### src/rtl/cpu_ctrl_if.sv
// Bus bundle tying cpu_ctrl to its program ROM read port, the external ALU and the output consumer.
interface cpu_ctrl_if;
    logic [7:0] mem_addr;
    logic       mem_rd;
    logic [7:0] mem_data;
    logic       mem_ack;
    logic [2:0] alu_op;
    logic [7:0] alu_a;
    logic [7:0] alu_b;
    logic [7:0] alu_y;
    logic [7:0] out_data;
    logic       out_valid;
    logic       out_ready;
    logic       halted;

    modport master (
        output mem_addr, mem_rd, alu_op, alu_a, alu_b, out_data, out_valid, halted,
        input  mem_data, mem_ack, alu_y, out_ready
    );

    modport slave (
        input  mem_addr, mem_rd, alu_op, alu_a, alu_b, out_data, out_valid, halted,
        output mem_data, mem_ack, alu_y, out_ready
    );
endinterface

### src/rtl/cpu_ctrl.sv
// Multi-cycle control unit and A/B register file for the 8-bit CPU: fetches and decodes
// instruction bytes, drives the external ALU and emits OUT values on a valid/ready port.
module cpu_ctrl #(
    parameter logic [7:0] PC_RESET = 8'h00
) (
    input  logic        clk,
    input  logic        rst,
    cpu_ctrl_if.master  bus
);

    typedef enum logic [2:0] {
        S_START,
        S_FETCH,
        S_DECODE,
        S_EXEC,
        S_IMM,
        S_OUT,
        S_HALT
    } state_t;

    state_t     r_state;
    state_t     w_next;
    logic [7:0] r_pc;
    logic [7:0] r_a;
    logic [7:0] r_b;
    logic [2:0] r_ir;
    logic [7:0] r_outData;
    logic       r_outValid;
    logic       w_memRd;
    logic [2:0] w_aluOp;
    logic       w_halted;

    always_ff @(posedge clk or posedge rst) begin
        if (rst) begin
            r_state <= S_START;
        end else begin
            r_state <= w_next;
        end
    end

    always_comb begin
        w_next = r_state;
        case (r_state)
            S_START:  w_next = S_FETCH;
            S_FETCH:  if (bus.mem_ack) w_next = S_DECODE;
            S_DECODE: begin
                if (!r_ir[2])      w_next = S_EXEC;
                else if (!r_ir[1]) w_next = S_IMM;
                else if (!r_ir[0]) w_next = S_OUT;
                else               w_next = S_HALT;
            end
            S_EXEC:   w_next = S_FETCH;
            S_IMM:    if (bus.mem_ack) w_next = S_FETCH;
            S_OUT:    if (bus.out_ready) w_next = S_FETCH;
            S_HALT:   w_next = S_HALT;
            default:  w_next = S_START;
        endcase
    end

    // Only EXEC hands the real opcode to the ALU; everywhere else it idles as MOV A.
    always_comb begin
        w_memRd  = 1'b0;
        w_aluOp  = 3'b100;
        w_halted = 1'b0;
        case (r_state)
            S_FETCH: w_memRd  = 1'b1;
            S_IMM:   w_memRd  = 1'b1;
            S_EXEC:  w_aluOp  = r_ir;
            S_HALT:  w_halted = 1'b1;
            default: ;
        endcase
    end

    always_ff @(posedge clk or posedge rst) begin
        if (rst) begin
            r_pc       <= PC_RESET;
            r_a        <= 8'h00;
            r_b        <= 8'h00;
            r_ir       <= 3'b000;
            r_outData  <= 8'h00;
            r_outValid <= 1'b0;
        end else begin
            case (r_state)
                S_FETCH: begin
                    if (bus.mem_ack) begin
                        r_ir <= bus.mem_data[7:5];
                        r_pc <= r_pc + 8'd1;
                    end
                end
                S_DECODE: begin
                    if (r_ir == 3'b110) begin
                        r_outData  <= r_a;
                        r_outValid <= 1'b1;
                    end
                end
                S_EXEC: r_a <= bus.alu_y;
                S_IMM: begin
                    // The low opcode bit picks the destination: 100 loads A, 101 loads B.
                    if (bus.mem_ack) begin
                        if (r_ir[0]) r_b <= bus.mem_data;
                        else         r_a <= bus.mem_data;
                        r_pc <= r_pc + 8'd1;
                    end
                end
                S_OUT: begin
                    if (bus.out_ready) r_outValid <= 1'b0;
                end
                default: ;
            endcase
        end
    end

    assign bus.mem_addr  = r_pc;
    assign bus.mem_rd    = w_memRd;
    assign bus.alu_op    = w_aluOp;
    assign bus.alu_a     = r_a;
    assign bus.alu_b     = r_b;
    assign bus.out_data  = r_outData;
    assign bus.out_valid = r_outValid;
    assign bus.halted    = w_halted;

endmodule
### src/flat_wrapper.sv
// flat-port wrapper written by rule: the top's interface ports become plain ports
module cpu_ctrl_flat 
#(
    parameter logic [7:0] PC_RESET = 8'h00
)
  (clk, rst, bus_mem_addr, bus_mem_rd, bus_alu_op, bus_alu_a, bus_alu_b, bus_out_data, bus_out_valid, bus_halted, bus_mem_data, bus_mem_ack, bus_alu_y, bus_out_ready);
  cpu_ctrl_if bus_i ();
  input  logic clk;
  input  logic rst;
  output wire logic [$bits(bus_i.mem_addr)-1:0] bus_mem_addr;
  output wire logic [$bits(bus_i.mem_rd)-1:0] bus_mem_rd;
  output wire logic [$bits(bus_i.alu_op)-1:0] bus_alu_op;
  output wire logic [$bits(bus_i.alu_a)-1:0] bus_alu_a;
  output wire logic [$bits(bus_i.alu_b)-1:0] bus_alu_b;
  output wire logic [$bits(bus_i.out_data)-1:0] bus_out_data;
  output wire logic [$bits(bus_i.out_valid)-1:0] bus_out_valid;
  output wire logic [$bits(bus_i.halted)-1:0] bus_halted;
  input wire logic [$bits(bus_i.mem_data)-1:0] bus_mem_data;
  input wire logic [$bits(bus_i.mem_ack)-1:0] bus_mem_ack;
  input wire logic [$bits(bus_i.alu_y)-1:0] bus_alu_y;
  input wire logic [$bits(bus_i.out_ready)-1:0] bus_out_ready;
  assign bus_mem_addr = bus_i.mem_addr;
  assign bus_mem_rd = bus_i.mem_rd;
  assign bus_alu_op = bus_i.alu_op;
  assign bus_alu_a = bus_i.alu_a;
  assign bus_alu_b = bus_i.alu_b;
  assign bus_out_data = bus_i.out_data;
  assign bus_out_valid = bus_i.out_valid;
  assign bus_halted = bus_i.halted;
  assign bus_i.mem_data = bus_mem_data;
  assign bus_i.mem_ack = bus_mem_ack;
  assign bus_i.alu_y = bus_alu_y;
  assign bus_i.out_ready = bus_out_ready;
  cpu_ctrl #(.PC_RESET(PC_RESET)) u_core (.clk(clk), .rst(rst), .bus(bus_i));
endmodule
### config.mk
export PLATFORM = sky130hd
export DESIGN_NAME = cpu_ctrl_flat
export DESIGN_NICKNAME = d
export VERILOG_FILES = /design/src/rtl/cpu_ctrl_if.sv /design/src/rtl/cpu_ctrl.sv /design/src/flat_wrapper.sv
export SDC_FILE = /design/constraint.sdc
export NUM_CORES = 1
export LEC_CHECK = 0
export CORE_MARGIN = 3
export CORE_UTILIZATION = 49
export CTS_CLUSTER_DIAMETER = 100
export DETAILED_ROUTE_END_ITERATION = 12
export PLACE_DENSITY_LB_ADDON = 0.08
export SKIP_LAST_GASP = 1
export SYNTH_ARGS = -nofsm -noshare
export SYNTH_HDL_FRONTEND = slang
export SYNTH_SLANG_ARGS = --single-unit
### constraint.sdc
create_clock -name clk -period 4.3 [get_ports clk]
set_clock_uncertainty 0.2 [all_clocks]
set_input_delay 1.075 -clock clk [delete_from_list [all_inputs] [get_ports clk]]
set_output_delay 1.075 -clock clk [all_outputs]
set_load 0.03 [all_outputs]
==> results.toml, run 1 <==
[cells_and_area]
fill_cells = 254
stdcell_count = 249
fin_nets = 224
drive_gt1_share_pct = 19.70
multiInputGateArea_um2 = 745.7
area_growth_pct = 37.44
seq_area_um2 = 975.9
antenna_cells = 0

[grt]
grt_pass1_vias = 1370
grt.overflow.total = 0
grt_max_degree = 32
antenna_found_initial = 0
grt_usage_pct = 19.37
grt_pass1_wl_um = 6382

[sta]
slew_headroom_pct = 23.21
fmax_ghz = 0.3116
hold_violations = 0
maxSlewViolCount = 0
worst_pin_slew_ns = 1.151
setup_violations = 0
setup_tns_ns = 0
post-route-period-util_pct = 74.62
min_period_ns = 3.209
rsz0062_at_grt = "false"

[setup_path]
required_ns = 3.02
end_kind = "output port"
crit_end = "bus_alu_op[0]"
reg2reg_slack_ns = 2.42
slowest_delay_ns = 0.66
cp.arrival_ns = 1.93
critPathLaunch = "u_core.r_state[1]"
crit_path_top_delay_cell = "clkdlybuf4s50_1"
reg2reg_from = "u_core.r_state[2]"
r2r_cells = 5
timing.rr.end = "u_core.bus.alu_a[2]"
cp-start-kind = "flip-flop"
cp.depth = 3
path_buf_inv = 1
cp_top_family = "buffers and inverters"
path_cells = "nor2b_4 > and3_1 > clkdlybuf4s50_1"
worstSetupPathType = "flip-flop to output port"
crit_fanout = 10

[route]
drc = 0
drt_pass1_iterations = 4
num_vias = 1289
drt_iter0_drc = 104
routed_wl_um = 3719
wl_per_cell_um = 14.94
route.antenna.remaining_nets = 0
via_per_inst = 5.177

[yosys]
ys_seq_elements = 39
synth.cell_area_um2 = 1798
synth_seq_area_share_pct = 54.28
synthFlopType = "dfrtp_1"
synthArstFlopShare_pct = 100.0
synth_top_area_share_pct = 54.28
syn-num-nets = 164
syn_area_per_cell_um2 = 12.57
synthTopCellsByArea = "dfrtp_1, mux2_2, mux2i_1, xnor2_1, nand2_1"
synth_cell_types = 34
synth-edff-count = 0
yosysTopAreaCell = "dfrtp_1"
yosysWarnings = 0
syn_inst = 143

[power_and_ir_drop]
swShare_pct = 42.28
p_int_uw = 1087
power_switching_uw = 796.0
power_frac_seq_pct = 35.9
combinationalPowerShare_pct = 51.2
pwr-share-clk_pct = 12.9
cellPowerDensity_nw_per_um2 = 761.9
ir_worst_vdd_mv = 0.3613
p_leak_uw = 0.001060

[floorplan]
io_pins = 58
chipHeight_um = 66.58
core_region_area_um2 = 3442
start_util_pct = 52.24
die_x_um = 66.58
fp-row-count = 21
dieArea_um2 = 4432

[placement]
place.detailed.hpwl_um = 2798
place.gp.congestion = 0.7788
place_inst = 242
port-buffer-count = 57

[clock_tree]
cts_inserted_buffers = 5
cts_hold_buffers = 0
cts.sinks = 39
cts-root-buf = "clkbuf_8"
cts_tree = "yes"
cts_buffer_depth = 2
clk_pin_slew_worst_paths_ns = 0.07
clock_latency_ns = 0.28
cts_resized = 0
cts_setup_buffers = 0
htree_levels = 2

[job]
cap_violations = 0

[min_path]
hold_class = "flip-flop to flip-flop"

[status]
status = "completed"
-- cell type report --
type / count / share of cell area (%)
Multi-Input combinational cell: 94 / 30.18
Clock inverter: 1 / 0.2025
Clock buffer: 6 / 3.342
Inverter: 3 / 0.4557
Sequential cell: 39 / 39.49
Tap cell: 46 / 2.329
Timing Repair Buffer: 60 / 24.00
-- per-layer routing --
layer | vias up | GRT usage [%] | share of wire [%] | routed length, um
li1 | 613 | - | - | -
met1 | 633 | 22.80 | 41 | 1534
met2 | 37 | 33.04 | 53 | 1959
met3 | 6 | 4.553 | 4.7 | 174
met4 | 0 | 9.137 | 1.4 | 51
met5 | - | 0 | 0 | 0
-- synthesized netlist by cell type (2+ instances only) --
master,count
dfrtp_1,39
mux2_2,18
nand2_1,10
mux2i_1,8
xnor2_1,8
nor2_1,7
a21oi_1,6
nand3_1,5
and3_1,4
o21ai_0,4
buf_6,3
inv_1,3
nor2_2,3
a21oi_2,2
nand3b_1,2
nand4_1,2
nor2b_1,2
-- how the worst min path moves through the flow --
stage               slack (ns)                endpoint  depth (start not counted)                    from
global route              0.28  u_core.bus.mem_addr[7]                          1  u_core.bus.mem_addr[7]
detailed placement        0.26  u_core.bus.mem_addr[7]                          1  u_core.bus.mem_addr[7]
CTS                       0.28  u_core.bus.mem_addr[7]                          1  u_core.bus.mem_addr[7]
finish                    0.27  u_core.bus.mem_addr[7]                          1  u_core.bus.mem_addr[7]
global placement          0.26  u_core.bus.mem_addr[7]                          1  u_core.bus.mem_addr[7]
floorplan                 0.35          u_core.r_ir[1]                          1          u_core.r_ir[1]
-- stage by stage --
step	hold slack, ns	power, uW	utilization, %	area, um2	setup WS (ns)
after CTS	0.2788	1907	71.79	2471	1.077
after global routing	0.2816	2005	71.79	2471	0.9720
after detailed placement	0.2642	1657	69.25	2384	1.397
after global placement	0.2593	1623	69.25	2384	1.460
final	0.2743	1883	71.79	2471	1.091
after floorplan	0.3492	1290	-	1798	1.991
-- flip-flops by register name, indices dropped and copies added (netlist names) --
name and count:
u_core.bus.mem_addr 8, u_core.bus.alu_a 8, u_core.r_ir 3, u_core.bus.out_valid 1
u_core.bus.alu_b 8, u_core.bus.out_data 8, u_core.r_state 3
-- power groups by stage --
stage	combinational [uW]	clock [uW]	sequential (uW)
floorplan	394	0	896
finish	964	242	676
detailed placement	974	0	683
CTS	978	252	677
global route	1040	266	703
global placement	956	0	667
-- cell families (layout without fill, tap and decap cells) --
family	count (synthesis)	count (layout)	synth area share, %
AO/OA/AOI/OAI	15	15	5.916
XOR/XNOR	8	8	3.897
AND/OR/NAND/NOR	43	43	14.61
multiplexers	27	27	16.35
buffers and inverters	10	70	4.244
flip-flops	39	39	54.28
adder cells (fa/ha/maj)	1	1	0.6958
-- cells in the final DEF, fill, tap and decap left out, types with 2 or more instances in the layout --
master / n
a21oi_1: 6
a21oi_2: 2
and3_1: 4
buf_4: 3
clkbuf_8: 6
clkdlybuf4s50_1: 57
dfrtp_1: 39
inv_1: 3
mux2_2: 18
mux2i_1: 8
nand2_1: 10
nand3_1: 5
nand3b_1: 2
nand4_1: 2
nor2_1: 7
nor2_2: 3
nor2b_1: 2
o21ai_0: 4
xnor2_1: 8
No activity file was read; power rests on OpenSTA's default activity.
==> inputs of run 2 (changes only) <==
--- a/config.mk
+++ b/config.mk
@@ -6,7 +6,7 @@
 export NUM_CORES = 1
 export LEC_CHECK = 0
 export CORE_MARGIN = 3
-export CORE_UTILIZATION = 49
+export CORE_UTILIZATION = 46
 export CTS_CLUSTER_DIAMETER = 100
 export DETAILED_ROUTE_END_ITERATION = 12
 export PLACE_DENSITY_LB_ADDON = 0.08
==> constraint.sdc (replaced) <==
create_clock -name clk -period 3.3 [get_ports clk]
set_clock_uncertainty 0.2 [all_clocks]
set_input_delay 0.825 -clock clk [delete_from_list [all_inputs] [get_ports clk]]
set_output_delay 0.825 -clock clk [all_outputs]
set_load 0.03 [all_outputs]
==> results.toml, run 2 (synthesized netlist as in run 1, its figures left out) <==
[power_and_ir_drop]
ir_worst_vdd_mv = 0.5855
p_leak_uw = 0.001074
cellPowerDensity_nw_per_um2 = 1038

[route]
drt_iter0_drc = 21
met3_length_um = 224
highest_layer = "met4"
num_vias = 1281
wl_per_cell_um = 14.98
drt_pass1_iterations = 4
drt-met1-wl_um = 1532
drc = 0
routed-wl-met2_um = 1948
routed_wl_um = 3761
route.antenna.remaining_nets = 0
via_per_inst = 5.104

[setup_path]
cp_top_family = "buffers and inverters"
crit_fanout = 10
required_ns = 2.27
path_cells = "nor2b_4 > and3_1 > clkdlybuf4s50_1"
end_kind = "output port"
path_buf_inv = 1
cp.arrival_ns = 1.98
worstSetupPathType = "flip-flop to output port"
slowest_delay_ns = 0.69
r2r_cells = 4
crit_path_top_delay_cell = "clkdlybuf4s50_1"
cp.depth = 3
cp-start-kind = "flip-flop"
timing.rr.end = "u_core.bus.alu_b[7]"
reg2reg_from = "u_core.r_state[2]"
reg2reg_slack_ns = 1.39

[cells_and_area]
final_cell_mix = "clkdlybuf4s50_1, dfrtp_1, mux2_2"
antenna_cells = 0
area_growth_pct = 39.67
fin_nets = 223
drive_gt1_share_pct = 19.21
layout_commonest_cell = "clkdlybuf4s50_1"

[min_path]
hold-path-cell-count = 1
hp-start = "u_core.bus.mem_addr[7]"
hold_class = "flip-flop to flip-flop"
whs_endpoint = "u_core.bus.mem_addr[7]"

[floorplan]
chipHeight_um = 68.52
dieArea_um2 = 4695
fp-row-count = 22
die_x_um = 68.52
io_pins = 58
core_region_area_um2 = 3716
start_util_pct = 48.38

[grt]
grt_max_degree = 40
antenna_found_initial = 0
grt.overflow.total = 0
grt_pass1_vias = 1296
grt_usage_pct = 17.81
grt_pass1_wl_um = 6003

[sta]
whs_ns = 0.2814
slew_headroom_pct = 67.84
worst_pin_slew_ns = 0.4824
fin_ws_ns = 0.2981
hold_violations = 0
setup_tns_ns = 0
post-route-period-util_pct = 90.97
setup_violations = 0
min_period_ns = 3.002
maxSlewViolCount = 0
fmax_ghz = 0.3331
rsz0062_at_grt = "false"

[job]
cap_violations = 0

[clock_tree]
cts_hold_buffers = 0
cts_buffer_depth = 2
htree_levels = 2
cts.sinks = 39
clk_pin_slew_worst_paths_ns = 0.08
cts_inserted_buffers = 5
cts_tree = "yes"
clock_latency_ns = 0.29
cts_setup_buffers = 0
cts-root-buf = "clkbuf_8"
cts_resized = 0

[placement]
port-buffer-count = 57
pre_cts_ws_ns = 0.6223
place.detailed.hpwl_um = 2704
place.gp.congestion = 0.7711

[status]
status = "completed"
[run 2: area by class of cell]
cell class,instances,area [um2]
Clock buffer,6,72.57
Clock inverter,2,60.06
Inverter,3,11.26
Multi-Input combinational cell,94,745.7
Sequential cell,39,975.9
Timing Repair Buffer,59,585.6
Tap cell,48,60.06
Fill cell,282,1205
[run 2: metal layers]
layer  vias up  track usage (%)
li1        611                -
met4         0            7.444
met1       631            20.44
met2        33            29.92
met3         6            6.321
met5         -                0
[run 2: report_power, final]
| group | leakage (uW) | internal (uW) | switching [uW] | total [uW] |
|---|---|---|---|---|
| combinational | 0.000521 | 569 | 689 | 1260 |
| clock | 0.0000654 | 302 | 167 | 470 |
| sequential | 0.000488 | 683 | 196 | 879 |
| total | 0.00107 | 1550 | 1050 | 2610 |
[run 2: how the worst max path moves through the flow]
stage / endpoint / slack, ns / startpoint
after floorplan: u_core.r_ir[1] / 1.24 / bus_mem_ack
after global placement: bus_alu_op[1] / 0.70 / u_core.r_state[1]
after detailed placement: bus_alu_op[1] / 0.62 / u_core.r_state[1]
after CTS: bus_alu_op[1] / 0.29 / u_core.r_state[1]
after global routing: bus_alu_op[1] / 0.25 / u_core.r_state[1]
final: bus_alu_op[1] / 0.30 / u_core.r_state[1]
[run 2: through the flow]
| stage | util [%] | cell area, um2 | std cells | total power (uW) |
|---|---|---|---|---|
| after global placement | 64.01 | 2379 | 243 | 2118 |
| after global routing | 67.58 | 2511 | 251 | 2764 |
| after detailed placement | 64.01 | 2379 | 243 | 2154 |
| final | 67.58 | 2511 | 251 | 2606 |
| after CTS | 67.58 | 2511 | 251 | 2637 |
| after floorplan | - | 1798 | 143 | 1681 |
[run 2: worst register-to-register path: stages (launching register included)]
cell,delay [ns]
dfrtp_1,0.55
nor3b_2,0.29
buf_4,0.26
nand3_4,0.17
mux2_2,0.32
